===== src/rtl/decode_stage_pipe_if.sv =====
// Handshake bundle for decode_stage_pipe: upstream instruction side and
// downstream decoded-field side, seen from the producer/consumer (master) or the stage (slave).
interface decode_stage_pipe_if #(
  parameter int INSTR_W = 16,
  parameter int OPC_W   = 4,
  parameter int REG_W   = 3,
  parameter int JMP_W   = 9,
  parameter int DATA_W  = 16,
  parameter int PC_W    = 9
);
  logic               in_valid;
  logic               in_ready;
  logic [INSTR_W-1:0] in_instr;
  logic [PC_W-1:0]    in_pc;
  logic               out_valid;
  logic               out_ready;
  logic [OPC_W-1:0]   out_opcode;
  logic [REG_W-1:0]   out_rd;
  logic [REG_W-1:0]   out_rs1;
  logic [REG_W-1:0]   out_rs2;
  logic [DATA_W-1:0]  out_imm;
  logic [JMP_W-1:0]   out_jmp;
  logic [PC_W-1:0]    out_pc;
  logic               out_illegal;

  modport master (
    output in_valid, in_instr, in_pc, out_ready,
    input  in_ready, out_valid, out_opcode, out_rd, out_rs1, out_rs2,
           out_imm, out_jmp, out_pc, out_illegal
  );

  modport slave (
    input  in_valid, in_instr, in_pc, out_ready,
    output in_ready, out_valid, out_opcode, out_rd, out_rs1, out_rs2,
           out_imm, out_jmp, out_pc, out_illegal
  );
endinterface


===== src/rtl/decode_stage_pipe.sv =====
// Registered instruction-decode stage with a 2-entry skid buffer (main + skid).
// Macro DECODE_IMM_SEXT_EN selects sign extension of the immediate (default: zero extension).
module decode_stage_pipe #(
  parameter int INSTR_W = 16,
  parameter int OPC_W   = 4,
  parameter int REG_W   = 3,
  parameter int IMM_W   = 6,
  parameter int JMP_W   = 9,
  parameter int DATA_W  = 16,
  parameter int PC_W    = 9,
  parameter logic [(2**OPC_W)-1:0] OPC_LEGAL_MASK = {(2**OPC_W){1'b1}}
) (
  input logic                clk,
  input logic                rst_n,
  input logic                flush,
  decode_stage_pipe_if.slave bus
);

  typedef struct packed {
    logic [OPC_W-1:0]  opcode;
    logic [REG_W-1:0]  rd;
    logic [REG_W-1:0]  rs1;
    logic [REG_W-1:0]  rs2;
    logic [DATA_W-1:0] imm;
    logic [JMP_W-1:0]  jmp;
    logic [PC_W-1:0]   pc;
    logic              illegal;
  } entry_t;

  // State encoding doubles as {main_valid, skid_valid}.
  typedef enum logic [1:0] {
    ST_EMPTY = 2'b00,
    ST_ONE   = 2'b10,
    ST_FULL  = 2'b11
  } state_t;

  state_t state_r;
  state_t state_nxt_s;
  logic   out_valid_r;
  logic   in_ready_r;
  entry_t main_r;
  entry_t skid_r;
  entry_t decoded_s;
  logic   in_fire_s;
  logic   out_fire_s;
  logic   load_main_in_s;
  logic   load_main_skid_s;
  logic   load_skid_s;

  // Each field is cut independently, so overlapping fields are allowed.
  function automatic entry_t decode_instr(input logic [INSTR_W-1:0] instr,
                                          input logic [PC_W-1:0]    pc);
    entry_t            e_s;
    logic [IMM_W-1:0]  imm_s;
    imm_s     = instr[INSTR_W-1 -: IMM_W];
    e_s.opcode = instr[OPC_W-1:0];
    e_s.rd     = instr[OPC_W +: REG_W];
    e_s.rs1    = instr[OPC_W+REG_W +: REG_W];
    e_s.rs2    = instr[OPC_W+2*REG_W +: REG_W];
`ifdef DECODE_IMM_SEXT_EN
    e_s.imm    = DATA_W'($signed(imm_s));
`else
    e_s.imm    = DATA_W'(imm_s);
`endif
    e_s.jmp     = instr[OPC_W +: JMP_W];
    e_s.pc      = pc;
    e_s.illegal = ~OPC_LEGAL_MASK[instr[OPC_W-1:0]];
    return e_s;
  endfunction

  assign decoded_s  = decode_instr(bus.in_instr, bus.in_pc);
  assign in_fire_s  = bus.in_valid && in_ready_r;
  assign out_fire_s = out_valid_r && bus.out_ready;

  // Next-state and load-select logic for the main/skid pair; flush wins over any transfer.
  always_comb begin
    state_nxt_s      = state_r;
    load_main_in_s   = 1'b0;
    load_main_skid_s = 1'b0;
    load_skid_s      = 1'b0;
    if (flush) begin
      state_nxt_s = ST_EMPTY;
    end else begin
      case (state_r)
        ST_EMPTY: begin
          if (in_fire_s) begin
            load_main_in_s = 1'b1;
            state_nxt_s    = ST_ONE;
          end else begin
            state_nxt_s = ST_EMPTY;
          end
        end
        ST_ONE: begin
          if (in_fire_s && out_fire_s) begin
            load_main_in_s = 1'b1;
            state_nxt_s    = ST_ONE;
          end else if (in_fire_s) begin
            load_skid_s = 1'b1;
            state_nxt_s = ST_FULL;
          end else if (out_fire_s) begin
            state_nxt_s = ST_EMPTY;
          end else begin
            state_nxt_s = ST_ONE;
          end
        end
        ST_FULL: begin
          if (out_fire_s) begin
            load_main_skid_s = 1'b1;
            state_nxt_s      = ST_ONE;
          end else begin
            state_nxt_s = ST_FULL;
          end
        end
        default: begin
          state_nxt_s = ST_EMPTY;
        end
      endcase
    end
  end

  // State register; valid/ready are mirrored into their own flops so no port is combinational.
  always_ff @(posedge clk or negedge rst_n) begin
    if (!rst_n) begin
      state_r     <= ST_EMPTY;
      out_valid_r <= 1'b0;
      in_ready_r  <= 1'b1;
    end else begin
      state_r     <= state_nxt_s;
      out_valid_r <= state_nxt_s[1];
      in_ready_r  <= ~state_nxt_s[0];
    end
  end

  // Data registers; flush leaves contents alone since valid already masks them.
  always_ff @(posedge clk or negedge rst_n) begin
    if (!rst_n) begin
      main_r <= '0;
      skid_r <= '0;
    end else begin
      if (load_main_in_s) begin
        main_r <= decoded_s;
      end else if (load_main_skid_s) begin
        main_r <= skid_r;
      end else begin
        main_r <= main_r;
      end
      if (load_skid_s) begin
        skid_r <= decoded_s;
      end else begin
        skid_r <= skid_r;
      end
    end
  end

  assign bus.in_ready    = in_ready_r;
  assign bus.out_valid   = out_valid_r;
  assign bus.out_opcode  = main_r.opcode;
  assign bus.out_rd      = main_r.rd;
  assign bus.out_rs1     = main_r.rs1;
  assign bus.out_rs2     = main_r.rs2;
  assign bus.out_imm     = main_r.imm;
  assign bus.out_jmp     = main_r.jmp;
  assign bus.out_pc      = main_r.pc;
  assign bus.out_illegal = main_r.illegal;

endmodule


===== src/flat_wrapper.sv =====
// flat-port wrapper written by rule: the top's interface ports become plain ports
module decode_stage_pipe_flat 
#(
  parameter int INSTR_W = 16,
  parameter int OPC_W   = 4,
  parameter int REG_W   = 3,
  parameter int IMM_W   = 6,
  parameter int JMP_W   = 9,
  parameter int DATA_W  = 16,
  parameter int PC_W    = 9,
  parameter logic [(2**OPC_W)-1:0] OPC_LEGAL_MASK = {(2**OPC_W){1'b1}}
)
  (clk, rst_n, flush, bus_in_valid, bus_in_instr, bus_in_pc, bus_out_ready, bus_in_ready, bus_out_valid, bus_out_opcode, bus_out_rd, bus_out_rs1, bus_out_rs2, bus_out_imm, bus_out_jmp, bus_out_pc, bus_out_illegal);
  decode_stage_pipe_if #(.INSTR_W(INSTR_W), .OPC_W(OPC_W), .REG_W(REG_W), .JMP_W(JMP_W), .DATA_W(DATA_W), .PC_W(PC_W)) bus_i ();
  input logic clk;
  input logic rst_n;
  input logic flush;
  input wire logic [$bits(bus_i.in_valid)-1:0] bus_in_valid;
  input wire logic [$bits(bus_i.in_instr)-1:0] bus_in_instr;
  input wire logic [$bits(bus_i.in_pc)-1:0] bus_in_pc;
  input wire logic [$bits(bus_i.out_ready)-1:0] bus_out_ready;
  output wire logic [$bits(bus_i.in_ready)-1:0] bus_in_ready;
  output wire logic [$bits(bus_i.out_valid)-1:0] bus_out_valid;
  output wire logic [$bits(bus_i.out_opcode)-1:0] bus_out_opcode;
  output wire logic [$bits(bus_i.out_rd)-1:0] bus_out_rd;
  output wire logic [$bits(bus_i.out_rs1)-1:0] bus_out_rs1;
  output wire logic [$bits(bus_i.out_rs2)-1:0] bus_out_rs2;
  output wire logic [$bits(bus_i.out_imm)-1:0] bus_out_imm;
  output wire logic [$bits(bus_i.out_jmp)-1:0] bus_out_jmp;
  output wire logic [$bits(bus_i.out_pc)-1:0] bus_out_pc;
  output wire logic [$bits(bus_i.out_illegal)-1:0] bus_out_illegal;
  assign bus_i.in_valid = bus_in_valid;
  assign bus_i.in_instr = bus_in_instr;
  assign bus_i.in_pc = bus_in_pc;
  assign bus_i.out_ready = bus_out_ready;
  assign bus_in_ready = bus_i.in_ready;
  assign bus_out_valid = bus_i.out_valid;
  assign bus_out_opcode = bus_i.out_opcode;
  assign bus_out_rd = bus_i.out_rd;
  assign bus_out_rs1 = bus_i.out_rs1;
  assign bus_out_rs2 = bus_i.out_rs2;
  assign bus_out_imm = bus_i.out_imm;
  assign bus_out_jmp = bus_i.out_jmp;
  assign bus_out_pc = bus_i.out_pc;
  assign bus_out_illegal = bus_i.out_illegal;
  decode_stage_pipe #(.INSTR_W(INSTR_W), .OPC_W(OPC_W), .REG_W(REG_W), .IMM_W(IMM_W), .JMP_W(JMP_W), .DATA_W(DATA_W), .PC_W(PC_W), .OPC_LEGAL_MASK(OPC_LEGAL_MASK)) u_core (.clk(clk), .rst_n(rst_n), .flush(flush), .bus(bus_i));
endmodule

===== config.mk =====
export PLATFORM = sky130hd
export DESIGN_NAME = decode_stage_pipe_flat
export DESIGN_NICKNAME = d
export VERILOG_FILES = /design/src/rtl/decode_stage_pipe_if.sv /design/src/rtl/decode_stage_pipe.sv /design/src/flat_wrapper.sv
export SDC_FILE = /design/constraint.sdc
export NUM_CORES = 1
export LEC_CHECK = 0
export ABC_AREA = 1
export CORE_MARGIN = 1
export CORE_UTILIZATION = 50
export CTS_CLUSTER_DIAMETER = 60
export DETAILED_ROUTE_END_ITERATION = 7
export DONT_BUFFER_PORTS = 1
export GPL_TIMING_DRIVEN = 0
export PLACE_DENSITY = 0.68
export SLEW_MARGIN = 15
export SYNTH_ARGS = -nofsm -noshare
export SYNTH_HDL_FRONTEND = slang
export SYNTH_SLANG_ARGS = --single-unit
export TNS_END_PERCENT = 30

===== constraint.sdc =====
create_clock -name clk -period 1.4 [get_ports clk]
set_clock_uncertainty 0.1 [all_clocks]
set_input_delay 0.28 -clock clk [delete_from_list [all_inputs] [get_ports clk]]
set_output_delay 0.28 -clock clk [all_outputs]
set_load 0.03 [all_outputs]

== Yosys cells after proc, flatten, opt, wreduce, memory -nomap -nowiden ==
Memory sizes are Yosys's and may differ from the RTL's.
Index checks and enable logic that the tools add are counted.

* Register bits after elaboration: 90
* ROM bits: 16
* Input port bits: 30
* Output and inout bits: 50
* Logic and storage cells: 50
* Memories kept: 1

* Order comparisons: 1
* Equality and inequality tests: 2
* Multiplexer cells: 20
* Bitwise gates (word level): 2
* Reductions and logical operators: 5

{| class="wikitable"
|+ Memory list
! memory !! depth !! bits a word !! rd ports !! clocked after memory_dff !! wr ports !! line !! RTL
|-
| (no name shown) || 16 || 1 || 1 || 0 || 0 || decode_stage_pipe.sv:67 || <nowiki>e_s.illegal = ~OPC_LEGAL_MASK[instr[OPC_W-1:0]];</nowiki>
|}

{| class="wikitable"
|+ Operators with widths
! kind !! number
|-
| $mux W48 || 2
|-
| $mux W1 || 11
|-
| $mux W2 || 5
|-
| $pmux W2 S3 || 1
|-
| $lt A4 B5 Y1 const B || 1
|-
| $eq A2 B2 Y1 const B || 2
|-
| $logic_and A1 B1 Y1 || 3
|-
| $logic_not A2 Y1 || 1
|-
| $not A1 Y1 || 2
|-
| $pmux W1 S2 || 1
|-
| $reduce_bool A2 Y1 || 1
|}

== Logic depth before layout (Yosys ltp) ==
* Depth in word-level cells: 7
* Depth in mapped cells: 7
* Depth with buffers taken out: 6

== Least setup slack after synthesis ==
OpenSTA, ideal clock, no wires.

* Path kind: flip-flop to flip-flop
* From: register u_core.in_ready_r (netlist: u_core.bus.in_ready)
* To: register u_core.main_r (netlist bit u_core.bus.out_imm[2])
* Arrival: 1.328 ns
* Required time: 1.183 ns
* Slack: -0.145 ns
* Stages on the path, launching flop included: 8
* Path buffers: 2
* Period minus slack after synthesis: 1.545 ns
* Cell sequence: dfstp_2 > nand2_1 > inv_2 > buf_2 > buf_2 > nand4_1 > nand2_1 > nand2_1

* Word-level cells in the longest chain between the ends: 6
* Elaborated cells on any way between the ends: 8
* Classes of those cells: mux: 5; reduce/logical: 3

{| class="wikitable"
|+ RTL lines
! element !! line !! RTL
|-
| start: declaration || decode_stage_pipe.sv:40 || <nowiki>logic in_ready_r;</nowiki>
|-
| start signal: assignment || decode_stage_pipe.sv:130 || <nowiki>in_ready_r <= ~state_nxt_s[0];</nowiki>
|-
| $logic_and A1 B1 Y1 (*) || decode_stage_pipe.sv:72 || <nowiki>assign in_fire_s = bus.in_valid && in_ready_r;</nowiki>
|-
| $logic_and A1 B1 Y1 || decode_stage_pipe.sv:94 || <nowiki>if (in_fire_s && out_fire_s) begin</nowiki>
|-
| $mux W1 || decode_stage_pipe.sv:94 ||
|-
| $pmux W1 S2 (*) || decode_stage_pipe.sv:84 || <nowiki>case (state_r)</nowiki>
|-
| $mux W1 (*) || decode_stage_pipe.sv:81 || <nowiki>if (flush) begin</nowiki>
|-
| $mux W48 or $reduce_bool A2 Y1 (tied branches) || n/a ||
|-
| end signal: assignment || decode_stage_pipe.sv:141 || <nowiki>main_r <= decoded_s;</nowiki>
|-
| end signal: assignment || decode_stage_pipe.sv:143 || <nowiki>main_r <= skid_r;</nowiki>
|-
| end signal: assignment || decode_stage_pipe.sv:145 || <nowiki>main_r <= main_r;</nowiki>
|-
| end: declaration || decode_stage_pipe.sv:41 || <nowiki>entry_t main_r;</nowiki>
|}

Mark *: on every way between the ends. The rest lies on a longest branch, timed or not.
A chain may end at the register's enable or synchronous reset.

== Worst setup path in the final report ==
* From: register u_core.in_ready_r (netlist: u_core.bus.in_ready)
* To: register u_core.skid_r[4] (netlist name)

* Word-level cells in the longest chain between the ends: 5
* Elaborated cells on any way between the ends: 6
* Classes of those cells: mux: 4; reduce/logical: 2

{| class="wikitable"
|+ RTL lines
! element !! line !! RTL
|-
| $logic_and A1 B1 Y1 (*) || decode_stage_pipe.sv:72 ||
|-
| $mux W1 or $logic_and A1 B1 Y1 (tied branches) || decode_stage_pipe.sv:97, decode_stage_pipe.sv:94 ||
|-
| $mux W1 (*) || decode_stage_pipe.sv:94 ||
|-
| $mux W1 (*) || decode_stage_pipe.sv:84 ||
|-
| $mux W1 (*) || decode_stage_pipe.sv:81 ||
|-
| end signal: assignment || decode_stage_pipe.sv:148 || <nowiki>skid_r <= decoded_s;</nowiki>
|-
| end signal: assignment || decode_stage_pipe.sv:150 || <nowiki>skid_r <= skid_r;</nowiki>
|-
| end: declaration || decode_stage_pipe.sv:42 || <nowiki>entry_t skid_r;</nowiki>
|}

Marked as above.

==> results.txt <==
Status - finished with violations
Violated checks - negative hold slack, negative setup slack
Clock tree buffer depth - 2
Worst skew pair latency - 320 ps
Drt wl/cell - 14.8 um
CP Launch Type - flip-flop
Worst-path clk slew - 100 ps
Largest net degree at the start of global routing - 54
Final TNS setup - -6000 ps
Iteration-0 DRC Markers - 233
Syn Area/Cell - 8.61 um2
Worst-path maximum fanout - 10
Yosys top cell area share - 44.0%
FFs w/ async S/R, synth - 100%
F_max - 643 MHz
Critical path arrival - 1670 ps
Detailed-route via count - 2266
Top post-synthesis cells by area - dfrtp_1 44%, nand2_1 13%, buf_4 6.9%
I/O pin count - 80
Period minus WS final - 1550 ps
Hold WS - -457 ps
Min-Delay Path Class - primary input to asynchronous set/reset pin
Mapped cell area - 2950 um2
Non-Filler Instances - 435
Peak VDD IR - 0.000624 V
Main synth FF type - dfrtp_1
Die Span Y - 78.9 um
Initial antenna violation count - 0
# clock sinks - 53
Final Max Slew Viols - 0
Nets - 392
Final hold violation count - 53
Residual DRC - 0
Final setup vio count - 51
CTS tree - yes
Die area - 6220 um2
Final worst-path setup slack - -155 ps
First-pass iteration count of the detailed router - 4
Syn-to-layout area delta - 11.0%
Final ANT Viol Nets - 0
#FFs+latches synth - 53
Final worst-path cycle share - 111%
Sequential share of the synthesized area - 44.9%
Cell Pwr Density - 1280 nW/um2
Vias in the first global route - 2178
Placed insts - 425
Port Buf Inserts - 0
LEAKAGE - 1.76 nW
Final Core Density - 58.5%
CTS buffer count - 5
RSZ-0062 raised after global routing - true
Kind of critical path - flip-flop to flip-flop
Layout cell share with drive strength beyond 1 - 27.5%
Most common cell in the netlist - nand2_1
R2r setup slk - -150 ps
Synth cell types - 21
Final WL - 6450 um
Final Cell Area - 3280 um2
Row Count - 27
Hpwl dp - 4370 um
Worst setup EP type - flip-flop
Core area - 5610 um2
Syn. warnings - 0
Number of diodes - 0
Number of synthesized flops with an enable pin - 0
GPL Wtd Cong - 0.844
Max Cap Violations - 0
Initial Util - 52.7%
Placed cell area - 3100 um2
Root Buffer - clkbuf_8
Mapped Cells - 343
Vias per inst - 5.21
CTS HTree Levels - 2
Gr usage total - 22.1%
First-pass GRT wire length - 10600 um
WP data required - 1510 ps
Total grt overflow - 0
List of most frequent post-synthesis cells - 103 x nand2_1, 52 x dfrtp_1, 30 x nand3_1
Die X - 78.9 um
Cell taking the most area after synthesis - dfrtp_1
-- cell type report --
class                      count  area, um2
buffer                        46        455
timing repair buffer           2       15.0
sequential                    53       1340
tap                           72       90.1
clock inverter                 3       17.5
fill                         525       2330
clock buffer                   5       68.8
multi-input combinational    223       1170
inverter                      31        121
-- timing repair --
item,CTS,global route
setup endpoints to repair,63,65
endpoints found under the hold margin,53,53
resized for setup,12,15
setup buffers,2,0
pin swaps,13,6
-- report_power, final --
group / switching (mW) / internal (mW) / total (mW)
Sequential: 0.522 / 1.86 / 2.38
Clock: 0.524 / 0.346 / 0.871
Combinational: 0.529 / 0.409 / 0.939
-- through the flow --
step	setup WS, ps	power [mW]
2_1_floorplan	-53.0	3.11
3_3_place_gp	-204	3.24
3_5_place_dp	-210	3.27
4_1_cts	-148	4.15
5_1_grt	-231	4.40
6_report	-155	4.19
-- path summary, 6_finish.rpt --
path | startpoint | cells past startpoint | to
min reg2reg | u_core.skid_r[44] | 2 | u_core.skid_r[44]
max | u_core.bus.in_ready | 7 | u_core.skid_r[4]
max in group asynchronous | rst_n | 0 | u_core.bus.in_ready
min | rst_n | 0 | u_core.skid_r[45]
max reg2reg | u_core.bus.in_ready | 7 | u_core.skid_r[4]
min in group clk | bus_in_pc[4] | 2 | u_core.skid_r[5]
-- per-layer routing --
layer,part of all wire [%],GRT usage (%)
met1,46,30.5
met2,46,35.0
met3,7.0,5.29
met4,1.1,5.45
met5,0,0
-- state kept, by name (all words and copies together) (netlist names) --
name                   count
u_core.bus.out_valid       1
u_core.bus.out_imm         4
u_core.bus.out_pc          9
u_core.bus.out_opcode      4
u_core.bus.in_ready        1
u_core.bus.out_jmp         8
u_core.skid_r             25
u_core.state_r             1
-- placed cells by master, fill, tap and decap left out, types with 5 or more instances in the layout --
master      n
nand4_1    25
dfrtp_1    42
inv_1      27
clkbuf_8    5
nand2_1   102
buf_4      15
o21ai_1    26
buf_6      26
nand3_2    21
nand3_1    29
conb_1     11
dfrtp_2    10
-- cell families (layout without fill, tap and decap cells) --
group                  Yosys count  count (layout)  share of synthesized area (%)
buffers and inverters           77              87                           17.0
AND/OR/NAND/NOR                185             185                           33.3
other                            1              11                          0.127
AO/OA/AOI/OAI                   27              27                           4.66
flip-flops                      53              53                           44.9
-- worst max-delay path, cell delays in order, from the launching register on --
cell and delay, ps:
dfstp_2 640, nand2_2 90, inv_2 90, buf_8 120, nand3_4 100, buf_6 170, nand2_1 60, o21ai_1 60
(Power assumes the default switching activity.)
